<file path="src/rtl/hazard_control_unit_pkg.sv">
// -----------------------------------------------------------------------------
// hazard_control_unit_pkg
// Shared pipeline definitions for the hazard control unit: FSM state encoding,
// operand forward-select codes, the default mul/div timeout, and a register
// match helper used by both the forwarding and the load-use logic.
// -----------------------------------------------------------------------------
package hazard_control_unit_pkg;

  // Control FSM states: normal issue, or waiting on the shared mul/div unit.
  typedef enum logic {
    RUN     = 1'b0,
    MD_BUSY = 1'b1
  } hcu_state_t;

  // Operand source selects for the execute-stage ALU inputs.
  typedef enum logic [1:0] {
    FWD_RF  = 2'b00,  // register-file value
    FWD_WB  = 2'b01,  // ResultW
    FWD_MEM = 2'b10   // ALU_ResultM
  } fwd_sel_t;

  // Default maximum number of busy cycles before a mul/div abort.
  localparam int MD_TIMEOUT_DEFAULT = 64;

  // True when a producer register matches a consumer register. x0 is hardwired
  // to zero, so it never creates a dependency.
  function automatic logic reg_hit(input logic [4:0] producer,
                                   input logic [4:0] consumer);
    return (producer != 5'd0) && (producer == consumer);
  endfunction

endpackage

</file>
<file path="src/rtl/hazard_control_unit_forward_select.sv">
// -----------------------------------------------------------------------------
// forward_select
// Picks the source of one execute-stage operand. The memory stage holds the
// younger result, so it takes priority over the writeback stage.
//
// Ports
//   rs             : source register number of the operand in E
//   rd_mem         : destination register of the instruction in M
//   rd_wb          : destination register of the instruction in W
//   reg_write_mem  : instruction in M writes the register file
//   reg_write_wb   : instruction in W writes the register file
//   sel            : FWD_MEM / FWD_WB / FWD_RF
// -----------------------------------------------------------------------------
module forward_select
  import hazard_control_unit_pkg::*;
(
  input  logic [4:0] rs,
  input  logic [4:0] rd_mem,
  input  logic [4:0] rd_wb,
  input  logic       reg_write_mem,
  input  logic       reg_write_wb,
  output logic [1:0] sel
);

  always_comb begin
    if (reg_write_mem && reg_hit(rd_mem, rs)) begin
      sel = FWD_MEM;
    end else if (reg_write_wb && reg_hit(rd_wb, rs)) begin
      sel = FWD_WB;
    end else begin
      sel = FWD_RF;
    end
  end

endmodule

</file>
<file path="src/rtl/hazard_control_unit.sv">
// -----------------------------------------------------------------------------
// hazard_control_unit
// Pipeline hazard control: operand forwarding, load-use stalls, branch
// flushes, and stalling around the shared multi-cycle mul/div unit with a
// timeout abort. Also keeps stall and branch-flush performance counters.
//
// Ports
//   clk, rst                 : clock, asynchronous active-low reset
//   Rs1_D, Rs2_D             : source registers of the instruction in D
//   Rs1_E, Rs2_E, RD_E       : source/destination registers in E
//   RD_M, RD_W               : destination registers in M and W
//   RegWriteM, RegWriteW     : M / W instructions write the register file
//   ResultSrcE               : instruction in E is a load
//   PCSrcE                   : branch/jump taken in E
//   MdStartE, MdDoneE        : mul/div start and done pulses
//   ForwardA_E, ForwardB_E   : operand forward selects (combinational)
//   StallF/D/E, FlushD/E/M   : pipeline stage stall and flush controls
//   MdErr                    : sticky mul/div timeout flag
//   StallCnt, FlushCnt       : cycles with StallF, cycles with a branch flush
// -----------------------------------------------------------------------------
module hazard_control_unit
  import hazard_control_unit_pkg::*;
#(
  parameter int MD_TIMEOUT = MD_TIMEOUT_DEFAULT
) (
  input  logic        clk,
  input  logic        rst,
  input  logic [4:0]  Rs1_D,
  input  logic [4:0]  Rs2_D,
  input  logic [4:0]  Rs1_E,
  input  logic [4:0]  Rs2_E,
  input  logic [4:0]  RD_E,
  input  logic [4:0]  RD_M,
  input  logic [4:0]  RD_W,
  input  logic        RegWriteM,
  input  logic        RegWriteW,
  input  logic        ResultSrcE,
  input  logic        PCSrcE,
  input  logic        MdStartE,
  input  logic        MdDoneE,
  output logic [1:0]  ForwardA_E,
  output logic [1:0]  ForwardB_E,
  output logic        StallF,
  output logic        StallD,
  output logic        StallE,
  output logic        FlushD,
  output logic        FlushE,
  output logic        FlushM,
  output logic        MdErr,
  output logic [31:0] StallCnt,
  output logic [31:0] FlushCnt
);

  // Busy counter wide enough to hold MD_TIMEOUT itself (its saturation value).
  localparam int               CNT_W     = $clog2(MD_TIMEOUT + 1);
  localparam logic [CNT_W-1:0] BUSY_LAST = CNT_W'(MD_TIMEOUT - 1);
  localparam logic [CNT_W-1:0] BUSY_MAX  = CNT_W'(MD_TIMEOUT);

  hcu_state_t       state;
  hcu_state_t       state_next;
  logic [CNT_W-1:0] busy_cnt;
  logic             load_use;
  logic             md_expired;
  logic             branch_flush;

  // ---------------------------------------------------------------------------
  // Forwarding: pure combinational, independent of reset and FSM state.
  // ---------------------------------------------------------------------------
  forward_select u_fwd_a (
    .rs            (Rs1_E),
    .rd_mem        (RD_M),
    .rd_wb         (RD_W),
    .reg_write_mem (RegWriteM),
    .reg_write_wb  (RegWriteW),
    .sel           (ForwardA_E)
  );

  forward_select u_fwd_b (
    .rs            (Rs2_E),
    .rd_mem        (RD_M),
    .rd_wb         (RD_W),
    .reg_write_mem (RegWriteM),
    .reg_write_wb  (RegWriteW),
    .sel           (ForwardB_E)
  );

  // ---------------------------------------------------------------------------
  // Hazard conditions
  // ---------------------------------------------------------------------------
  assign load_use = ResultSrcE && (reg_hit(RD_E, Rs1_D) || reg_hit(RD_E, Rs2_D));

  // busy_cnt is 0 in the first busy cycle, so BUSY_LAST marks the
  // MD_TIMEOUT-th busy cycle. A done in that same cycle wins.
  assign md_expired = (state == MD_BUSY) && !MdDoneE && (busy_cnt == BUSY_LAST);

  assign branch_flush = (state == RUN) && PCSrcE;

  // ---------------------------------------------------------------------------
  // FSM: state register
  // ---------------------------------------------------------------------------
  always_ff @(posedge clk or negedge rst) begin
    // NOTE: sequential state uses non-blocking assignments so every register
    // samples pre-edge values regardless of block ordering.
    if (!rst) begin
      state <= RUN;
    end else begin
      state <= state_next;
    end
  end

  // ---------------------------------------------------------------------------
  // FSM: next-state logic
  // ---------------------------------------------------------------------------
  always_comb begin
    // NOTE: default first, so every path assigns the signal and no latch is
    // inferred.
    state_next = state;
    case (state)
      RUN:     if (MdStartE && !PCSrcE)    state_next = MD_BUSY;
      MD_BUSY: if (MdDoneE || md_expired)  state_next = RUN;
      default:                             state_next = RUN;
    endcase
  end

  // ---------------------------------------------------------------------------
  // FSM: outputs. All controls are held low while reset is asserted.
  // ---------------------------------------------------------------------------
  always_comb begin
    StallF = 1'b0;
    StallD = 1'b0;
    StallE = 1'b0;
    FlushD = 1'b0;
    FlushE = 1'b0;
    FlushM = 1'b0;
    if (rst) begin
      case (state)
        RUN: begin
          // A taken branch squashes the dependent instruction anyway, so the
          // flush overrides any load-use stall.
          if (PCSrcE) begin
            FlushD = 1'b1;
            FlushE = 1'b1;
          end else if (load_use) begin
            StallF = 1'b1;
            StallD = 1'b1;
            FlushE = 1'b1;
          end
        end
        MD_BUSY: begin
          // Front end stays frozen through the final busy cycle; E is
          // released on done, and squashed instead on a timeout abort.
          StallF = 1'b1;
          StallD = 1'b1;
          if (md_expired) begin
            FlushE = 1'b1;
          end else if (!MdDoneE) begin
            StallE = 1'b1;
            FlushM = 1'b1;
          end
        end
        default: ;
      endcase
    end
  end

  // ---------------------------------------------------------------------------
  // Busy-cycle counter and sticky timeout flag
  // ---------------------------------------------------------------------------
  always_ff @(posedge clk or negedge rst) begin
    if (!rst) begin
      busy_cnt <= '0;
      MdErr    <= 1'b0;
    end else begin
      if (state == RUN) begin
        // Holding zero in RUN clears the count on entry to MD_BUSY.
        busy_cnt <= '0;
      end else if (busy_cnt != BUSY_MAX) begin
        busy_cnt <= busy_cnt + CNT_W'(1);
      end
      if (md_expired) begin
        MdErr <= 1'b1;
      end
    end
  end

  // ---------------------------------------------------------------------------
  // Performance counters (wrap naturally at 2^32)
  // ---------------------------------------------------------------------------
  always_ff @(posedge clk or negedge rst) begin
    if (!rst) begin
      StallCnt <= 32'd0;
      FlushCnt <= 32'd0;
    end else begin
      if (StallF)       StallCnt <= StallCnt + 32'd1;
      if (branch_flush) FlushCnt <= FlushCnt + 32'd1;
    end
  end

endmodule

</file>
<file path="config.mk">
export PLATFORM = sky130hd
export DESIGN_NAME = hazard_control_unit
export DESIGN_NICKNAME = d
export VERILOG_FILES = /design/src/rtl/hazard_control_unit_pkg.sv /design/src/rtl/hazard_control_unit_forward_select.sv /design/src/rtl/hazard_control_unit.sv
export SDC_FILE = /design/constraint.sdc
export NUM_CORES = 1
export LEC_CHECK = 0
export BUFFER_PORTS_ARGS = -buffer_cell sky130_fd_sc_hd__buf_2
export CAP_MARGIN = 25
export CORE_UTILIZATION = 46
export DETAILED_ROUTE_END_ITERATION = 7
export PLACE_DENSITY = 0.82
export SLEW_MARGIN = 30
export SYNTH_ARGS = -nofsm -noshare
export SYNTH_HDL_FRONTEND = slang
export SYNTH_SLANG_ARGS = --single-unit
</file>
<file path="constraint.sdc">
create_clock -name clk -period 1.7 [get_ports clk]
set_clock_uncertainty 0.05 [all_clocks]
set_input_delay 0.17 -clock clk [delete_from_list [all_inputs] [get_ports clk]]
set_output_delay 0.17 -clock clk [all_outputs]
set_load 0.02 [all_outputs]
</file>
==> results.py, run 1 <==
metrics = {
    "timing": {
        "hold_viol": 0,
        "period_needed_ns": 1.98,
        "slew_headroom": 0.585,
        "rsz0062_at_grt": "true",
        "post-route-period-util": 1.17,
        "timing.final.ws_setup_ns": -0.281,
        "worst_pin_slew_ns": 0.622,
        "setup_viol": 4,
        "drv_slew": 0,
        "holdWs_ns": 0.0184,
        "max_freq_mhz": 505,
    },
    "floorplan": {
        "die_x_um": 92.4,
        "die_h_um": 92.4,
        "start_util": 0.482,
        "core.rowCount": 32,
        "fp.dieArea_um2": 8550,
        "core-area_um2": 7810,
        "ioPinCount": 118,
    },
    "placed_design": {
        "portBuffers": 117,
        "dp_hpwl_um": 7000,
        "gp_congestion": 0.830,
        "dp.cells": 618,
        "pre_cts_slack_ns": -0.355,
    },
    "synth": {
        "yosys_warnings": 0,
        "yosysTopAreaCell": "dfrtp_1",
        "synth_edf_count": 0,
        "synthCells": 355,
        "synth_seq_cells": 73,
        "ys.flop_type": "dfrtp_1",
        "synth_fp_nets": 402,
        "synth_top_cells_by_area": "dfrtp_1 49%, xnor2_1 15%, xor2_1 7.2%",
        "yosysSeqAreaShare": 0.486,
        "ys_types": 36,
        "yosys-top-cells-count": "73 x dfrtp_1, 65 x xnor2_1, 32 x nand3_1",
        "synth_most_common_cell": "dfrtp_1",
        "ys_async_sr_fraction": 1.00,
        "avgSynthCellArea_um2": 10.6,
        "synthesis.area_um2": 3760,
        "netlist.area_leader.share": 0.486,
    },
    "worst_setup_path": {
        "crit_buf_inv": 1,
        "critical_path_cell_count": 6,
        "path_max_fanout": 2,
        "worstPathRequired_ns": 1.48,
        "end_kind": "output port",
        "r2r_start": "StallCnt[10]",
        "slowest_stage": "dfrtp_1",
        "critical_path.top_delay_family": "simple AND/OR/NAND/NOR gates",
        "crit_path_cell_trace": "ha_2 > nand3_4 > or3_4 > o21ai_1 > and3_1 > buf_6",
        "start_kind": "register",
        "slowest_delay_ns": 0.36,
        "crit_type": "reg2out",
        "reg2reg_depth": 6,
        "crit_arrival_ns": 1.76,
        "startpoint": "busy_cnt[0]",
    },
    "global_route": {
        "grt_use_total": 0.233,
        "grt_max_degree": 71,
        "grt_pass1_vias": 3410,
        "grt_remaining_overflow": 0,
        "grt_first_pass_wirelength_um": 15600,
        "antenna_found_initial": 0,
    },
    "cts": {
        "cts_sinks": 73,
        "htree_levels": 3,
        "tritoncts": "built",
        "clk_pin_slew_ns": 0.07,
        "cts-buffers-inserted": 9,
        "clk_latency_ns": 0.35,
        "cts_root_buf": "clkbuf_8",
        "clock_path_buffers": 2,
    },
    "run": {
        "maxCapViolCount": 0,
    },
    "route": {
        "wirelength_um": 9950,
        "dr_total_vias": 3362,
        "antenna_left": 0,
        "vias_per_cell": 5.18,
        "dr.pass1.iters": 4,
        "post_drt_wl_per_cell_um": 15.3,
        "drcViolationCount": 0,
        "drt_iter0_markers": 117,
    },
    "min_path": {
        "worstHoldStart": "MdStartE",
        "worstHoldPathCells": 2,
        "hold_class": "in2reg",
    },
    "cells_and_area": {
        "syn_to_final_growth_pct": 48.2,
        "drive_above_1_share": 0.461,
        "instances_no_fill": 649,
        "diodes": 0,
        "final_nets": 589,
    },
    "power_and_ir_drop": {
        "sw_frac_of_total": 0.300,
        "p_per_area_nw_per_um2": 920,
        "leakagePower_nw": 2.79,
        "p_total_mw": 5.13,
        "pwr-share-clk": 0.346,
        "p_seq_frac": 0.396,
        "worst_ir_drop_vdd_mv": 0.453,
        "power_switching_mw": 1.54,
        "combPwrFrac": 0.258,
        "p_int_mw": 3.59,
    },
    "status": {
        "status": "complete, but fails checks",
        "violations": "setup timing",
    },
}
## registers in the layout (all words and copies together), names as in the netlist
register and cells:
FlushCnt 32, StallCnt 32, busy_cnt 7, MdErr 1
state 1
## layout by cell type (no fill, tap or decap), drive strengths merged, types with 2 or more instances in the layout
cell type  Yosys  final
and2           8      8
and3          20     20
and4           5      5
buf            7    186
bufinv         0      4
clkbuf         4     11
dfrtp         73     73
ha             4      4
inv            4      4
nand2         26     26
nand3         32     32
nand4         19     19
nand4b         2      2
nor2          16     16
nor2b          4      4
nor3           9      9
nor4           3      3
o21ai          7      7
or3            2      2
or4            4      4
xnor2         65     65
xor2          31     31
## through the flow
| step | utilization | cell area, um2 | TNS, ns |
|---|---|---|---|
| 2_1_floorplan | - | 3820 | -0.489 |
| 3_3_place_gp | 0.629 | 4910 | -4.49 |
| 3_5_place_dp | 0.629 | 4910 | -7.12 |
| 4_1_cts | 0.689 | 5380 | -0.848 |
| 5_1_grt | 0.714 | 5570 | -1.35 |
| 6_report | 0.714 | 5570 | -0.792 |
## layout make-up
class	count	area [um2]
Clock buffer	11	131
Clock inverter	5	129
Fill cell	564	2230
Inverter	4	15.0
Multi-Input combinational cell	267	2090
Sequential cell	73	1840
Tap cell	102	128
Timing Repair Buffer	187	1240
## logic make-up after synthesis
family,synth area share
simple gates,0.224
xor+xnor,0.223
flops,0.486
buf+inv,0.0243
compound gates,0.0263
fa+ha+maj,0.0133
mux,0.00299
## worst register-to-register path, stage by stage (launching register included)
cell      delay (ns)
dfrtp_2         0.36
and4_4          0.24
and4_4          0.22
and4_1          0.20
and2_4          0.22
nand4b_1        0.13
xnor2_1         0.14
## final timing paths
| kind | endpoint | slack, ns |
|---|---|---|
| max | FlushE | -0.28 |
| min | state | 0.02 |
| max reg2reg | StallCnt[27] | 0.04 |
| min reg2reg | FlushCnt[31] | 0.43 |
| max in group asynchronous | FlushCnt[1] | 1.08 |
| min in group asynchronous | StallCnt[4] | 0.05 |
## per-layer routing
metal	global-route usage	routed length (um)	vias to the layer above
met5	0	0	-
met4	0.107	191	0
met3	0.0501	547	19
met2	0.410	5310	121
met1	0.269	3900	1627
li1	-	-	1595
## power by group through the flow
| stage | clock network (mW) | registers [mW] | logic (mW) |
|---|---|---|---|
| 6_report | 1.78 | 2.03 | 1.32 |
| 5_1_grt | 1.86 | 2.06 | 1.43 |
| 4_1_cts | 1.79 | 2.02 | 1.21 |
| 3_5_place_dp | 0 | 2.05 | 1.14 |
| 3_3_place_gp | 0 | 2.04 | 1.11 |
| 2_1_floorplan | 0 | 2.26 | 0.406 |
## timing repair
| action | 4_1_cts | 5_1_grt |
|---|---|---|
| setup buffers | 7 | 10 |
| cloned | 0 | 0 |
| setup endpoints to repair | 20 | 53 |
| pin swaps | 23 | 21 |
| endpoints found under the hold margin | 3 | 0 |
| resized for setup | 41 | 29 |
| hold buffers | 1 | 0 |
Power figures use the tool's default switching activity.
==> run 2: changes to the inputs <==
Settings changed: CORE_UTILIZATION 46 to 50, PLACE_DENSITY 0.82 to 0.84.
Clock period 1.7 ns to 2.4 ns, I/O delays scaled along.
==> results.py, run 2 (synthesized netlist as in run 1, its figures left out) <==
metrics = {
    "status": {
        "status": "finished clean",
    },
    "floorplan": {
        "ioPinCount": 118,
        "die_h_um": 88.7,
        "fp.dieArea_um2": 7880,
        "core-area_um2": 7250,
        "die_x_um": 88.7,
        "core.rowCount": 31,
        "start_util": 0.519,
    },
    "timing": {
        "rsz0062_at_grt": "false",
        "slew_headroom": 0.535,
        "hold_viol": 0,
        "holdWs_ns": 0.0730,
        "worst_pin_slew_ns": 0.697,
        "max_freq_mhz": 446,
        "fin_tns_setup_ns": 0,
        "period_needed_ns": 2.24,
        "drv_slew": 0,
        "post-route-period-util": 0.935,
        "setup_viol": 0,
    },
    "global_route": {
        "grt_remaining_overflow": 0,
        "use_met1": 0.250,
        "antenna_found_initial": 0,
        "grt_first_pass_wirelength_um": 12700,
        "grt_use_total": 0.209,
        "groute.layer.met2.usage": 0.372,
        "grt_max_degree": 58,
        "met3_usage": 0.0373,
        "grt_pass1_vias": 2835,
        "grt-busiest-layer": "met2",
    },
    "cells_and_area": {
        "syn_to_final_growth_pct": 22.7,
        "diodes": 0,
        "final_nets": 525,
        "reg.largest.list": "FlushCnt (32), StallCnt (32), busy_cnt (7)",
        "drive_above_1_share": 0.288,
        "final_cell_mix": "117 x buf_2, 73 x dfrtp_1, 65 x xnor2_1, 32 x nand3_1, 31 x xor2_1",
        "final_common_cell": "buf_2",
    },
    "power_and_ir_drop": {
        "power_switching_mw": 0.949,
        "sw_frac_of_total": 0.323,
        "pwr-share-clk": 0.276,
        "leakagePower_nw": 2.33,
        "worst_ir_drop_vdd_mv": 0.400,
        "p_seq_frac": 0.502,
        "p_int_mw": 1.99,
        "p_per_area_nw_per_um2": 636,
        "p_total_mw": 2.93,
        "combPwrFrac": 0.222,
    },
    "cts": {
        "clock_path_buffers": 2,
        "cts-buffers-inserted": 9,
        "cts_root_buf": "clkbuf_8",
        "clk_pin_slew_ns": 0.07,
        "clk_latency_ns": 0.33,
        "htree_levels": 3,
        "post_cts_buffers": 0,
        "tritoncts": "built",
        "cts_sinks": 73,
    },
    "worst_setup_path": {
        "end_kind": "output port",
        "crit_type": "reg2out",
        "path_max_fanout": 4,
        "start_kind": "register",
        "crit_arrival_ns": 1.95,
        "worstPathRequired_ns": 2.11,
    },
    "route": {
        "post_drt_wl_per_cell_um": 13.5,
        "drt_iter0_markers": 105,
        "antenna_left": 0,
        "dr_total_vias": 3055,
        "drcViolationCount": 0,
        "wirelength_um": 7860,
        "dr.pass1.iters": 4,
        "vias_per_cell": 5.26,
    },
    "min_path": {
        "hold_class": "in2reg",
    },
    "placed_design": {
        "gp_congestion": 0.827,
        "dp_hpwl_um": 6080,
        "portBuffers": 117,
    },
    "run": {
        "maxCapViolCount": 0,
    },
}
run 2: cell count changes in the layout (fill, tap and decap cells not counted), moves of 3 or more:
cell | before | now
bufinv_16 | 4 | 0
buf_4 | 69 | 4
dfrtp_2 | 9 | 0
buf_2 | 100 | 117
and2_1 | 4 | 8
nor3_1 | 2 | 7
dfrtp_1 | 64 | 73
nor3_2 | 4 | 1
nor4_1 | 0 | 3
buf_6 | 13 | 0
nand3_2 | 7 | 0
and2_4 | 3 | 0
nand3_1 | 24 | 32
run 2: per-layer routing:
layer  up-vias  share of wire  wire length (um)
li1       1466              -                 -
met1      1478           0.43              3380
met2       100           0.50              3950
met3        11          0.053               413
met4         0          0.016               122
met5         -              0                 0
run 2: area by class of cell:
cell class                 count  area (um2)
tap                           99         124
clock buffer                  12         145
fill                         610        2640
sequential                    73        1830
timing repair buffer         123         646
inverter                       4        15.0
multi-input combinational    267        1840
clock inverter                 3        17.5
run 2: worst max-delay path: stages, from the launching register on:
cell and delay, ns:
dfrtp_1 0.38, ha_1 0.20, nand3_1 0.15, or3_1 0.43, o21ai_0 0.14, and3_1 0.16, buf_2 0.16
run 2: per-stage QoR:
step	std cells	util	setup slack [ns]	area (um2)
after global routing	581	0.637	0.0175	4620
after floorplan	355	-	0.253	3760
after global placement	565	0.613	0.449	4450
after CTS	581	0.637	0.128	4620
final	581	0.637	0.155	4620
after detailed placement	565	0.613	0.351	4450
run 2: power by group through the flow:
| stage | registers [mW] | logic [mW] | clock network, mW |
|---|---|---|---|
| floorplan | 1.60 | 0.282 | 0 |
| global placement | 1.49 | 0.644 | 0 |
| detailed placement | 1.50 | 0.660 | 0 |
| CTS | 1.47 | 0.663 | 0.836 |
| global route | 1.50 | 0.715 | 0.894 |
| finish | 1.47 | 0.651 | 0.809 |
run 2: worst paths after layout:
kind	to	startpoint	cells after the start	slack (ns)
hold / removal	state	MdStartE	2	0.07
min in group asynchronous	busy_cnt[0]	rst	3	0.43
max in group asynchronous	StallCnt[6]	rst	3	1.21
setup reg to reg	StallCnt[29]	StallCnt[10]	6	0.37
hold reg to reg	MdErr	MdErr	1	0.40
setup / recovery	FlushE	busy_cnt[0]	6	0.16
run 2: timing repair:
| item | CTS | global route |
|---|---|---|
| endpoints found under the hold margin | 17 | 0 |
| gates resized for setup | 0 | 0 |
| hold buffers | 1 | 0 |
==> run 3: changes to the inputs <==
Settings changed: GPL_TIMING_DRIVEN set to 0.
==> results.py, run 3 (synthesized netlist as in run 1, its figures left out) <==
metrics = {
    "worst_setup_path": {
        "crit_type": "reg2out",
        "end_kind": "output port",
        "crit_arrival_ns": 1.93,
        "path_max_fanout": 4,
        "worstPathRequired_ns": 2.11,
        "start_kind": "register",
    },
    "floorplan": {
        "start_util": 0.519,
        "core.rowCount": 31,
        "core-area_um2": 7250,
        "die_h_um": 88.7,
        "ioPinCount": 118,
        "fp.dieArea_um2": 7880,
        "die_x_um": 88.7,
    },
    "route": {
        "vias_per_cell": 5.19,
        "drcViolationCount": 0,
        "drt_iter0_markers": 102,
        "wirelength_um": 8130,
        "antenna_left": 0,
        "dr.pass1.iters": 4,
        "post_drt_wl_per_cell_um": 13.8,
        "dr_total_vias": 3054,
    },
    "cts": {
        "cts_root_buf": "clkbuf_8",
        "post_cts_buffers": 0,
        "cts_sinks": 73,
        "clock_path_buffers": 2,
        "clk_pin_slew_ns": 0.07,
        "cts_resized": 0,
        "clk_latency_ns": 0.33,
        "cts-buffers-inserted": 9,
        "htree_levels": 3,
        "tritoncts": "built",
        "hold_buffers": 2,
    },
    "power_and_ir_drop": {
        "worst_ir_drop_vdd_mv": 0.387,
        "p_total_mw": 3.16,
        "leakagePower_nw": 2.39,
        "p_per_area_nw_per_um2": 669,
    },
    "timing": {
        "drv_slew": 0,
        "fin_tns_setup_ns": 0,
        "rsz0062_at_grt": "false",
        "period_needed_ns": 2.22,
        "holdWs_ns": -0.0457,
        "slew_headroom": 0.620,
        "post-route-period-util": 0.924,
        "setup_viol": 0,
        "max_freq_mhz": 451,
        "hold_viol": 22,
        "worst_pin_slew_ns": 0.569,
        "timing.final.ws_setup_ns": 0.182,
    },
    "cells_and_area": {
        "final_area_um2": 4730,
        "final_common_cell": "buf_2",
        "final_nets": 533,
        "seq_area_um2": 1830,
        "syn_to_final_growth_pct": 25.6,
        "drive_above_1_share": 0.292,
        "reg.largest.list": "FlushCnt (32), StallCnt (32), busy_cnt (7)",
        "diodes": 0,
        "multi_input_area_um2": 1840,
        "final_util": 0.652,
        "final_cell_mix": "118 x buf_2, 73 x dfrtp_1, 65 x xnor2_1, 32 x nand3_1, 31 x xor2_1",
        "fillers": 605,
    },
    "global_route": {
        "grt_first_pass_wirelength_um": 13400,
        "met3_usage": 0.0504,
        "grt_max_degree": 52,
        "grt-busiest-layer": "met2",
        "grt_pass1_vias": 2892,
        "grt_use_total": 0.220,
        "groute.layer.met2.usage": 0.369,
        "grt_remaining_overflow": 0,
        "antenna_found_initial": 0,
        "use_met1": 0.275,
    },
    "placed_design": {
        "portBuffers": 117,
        "pre_cts_slack_ns": 0.232,
        "gp_congestion": 0.790,
        "placed_area_um2": 4500,
        "dp_hpwl_um": 6050,
    },
    "min_path": {
        "hold_class": "in2async",
    },
    "run": {
        "maxCapViolCount": 0,
    },
    "status": {
        "status": "complete, but fails checks",
        "violations": "hold timing",
    },
}
==> run 3: through the flow <==
step	hold slack, ns	instances
2_1_floorplan	-0.106	355
3_3_place_gp	0.384	571
3_5_place_dp	0.127	572
4_1_cts	0.0569	589
5_1_grt	0.00431	589
6_report	-0.0457	589
==> run 3: metal layers <==
| metal | part of all wire | vias up |
|---|---|---|
| li1 | - | 1488 |
| met1 | 0.44 | 1453 |
| met2 | 0.49 | 106 |
| met3 | 0.061 | 7 |
| met4 | 0.0091 | 0 |
| met5 | 0 | - |
==> run 3: critical path: stages, from the launching register on <==
cell and delay [ns]:
dfrtp_1 0.37, ha_1 0.19, nand3_1 0.15, or3_1 0.41
o21ai_0 0.15, and3_1 0.17, buf_2 0.16
==> run 3: worst paths after layout <==
kind	cells past startpoint	from	endpoint	slack [ns]
worst max-delay path	6	busy_cnt[1]	FlushE	0.18
worst min-delay path	2	rst	FlushCnt[10]	-0.05
worst max register to register	7	state	FlushCnt[28]	0.37
worst min register to register	1	MdErr	MdErr	0.40
max in group asynchronous	3	rst	StallCnt[8]	1.57
min in group clk	2	MdStartE	state	0.08
==> run 3: cell type report <==
type / count / area share
buffer: 11 / 0.0161
clock buffer: 12 / 0.0307
clock inverter: 3 / 0.0138
inverter: 4 / 0.00318
multi-input combinational: 267 / 0.390
sequential: 73 / 0.386
tap: 99 / 0.0262
timing repair buffer: 120 / 0.133
==> run 3: power breakdown <==
part / internal [mW] / switching, mW
Sequential: 1.34 / 0.138
Clock: 0.608 / 0.422
Combinational: 0.259 / 0.400
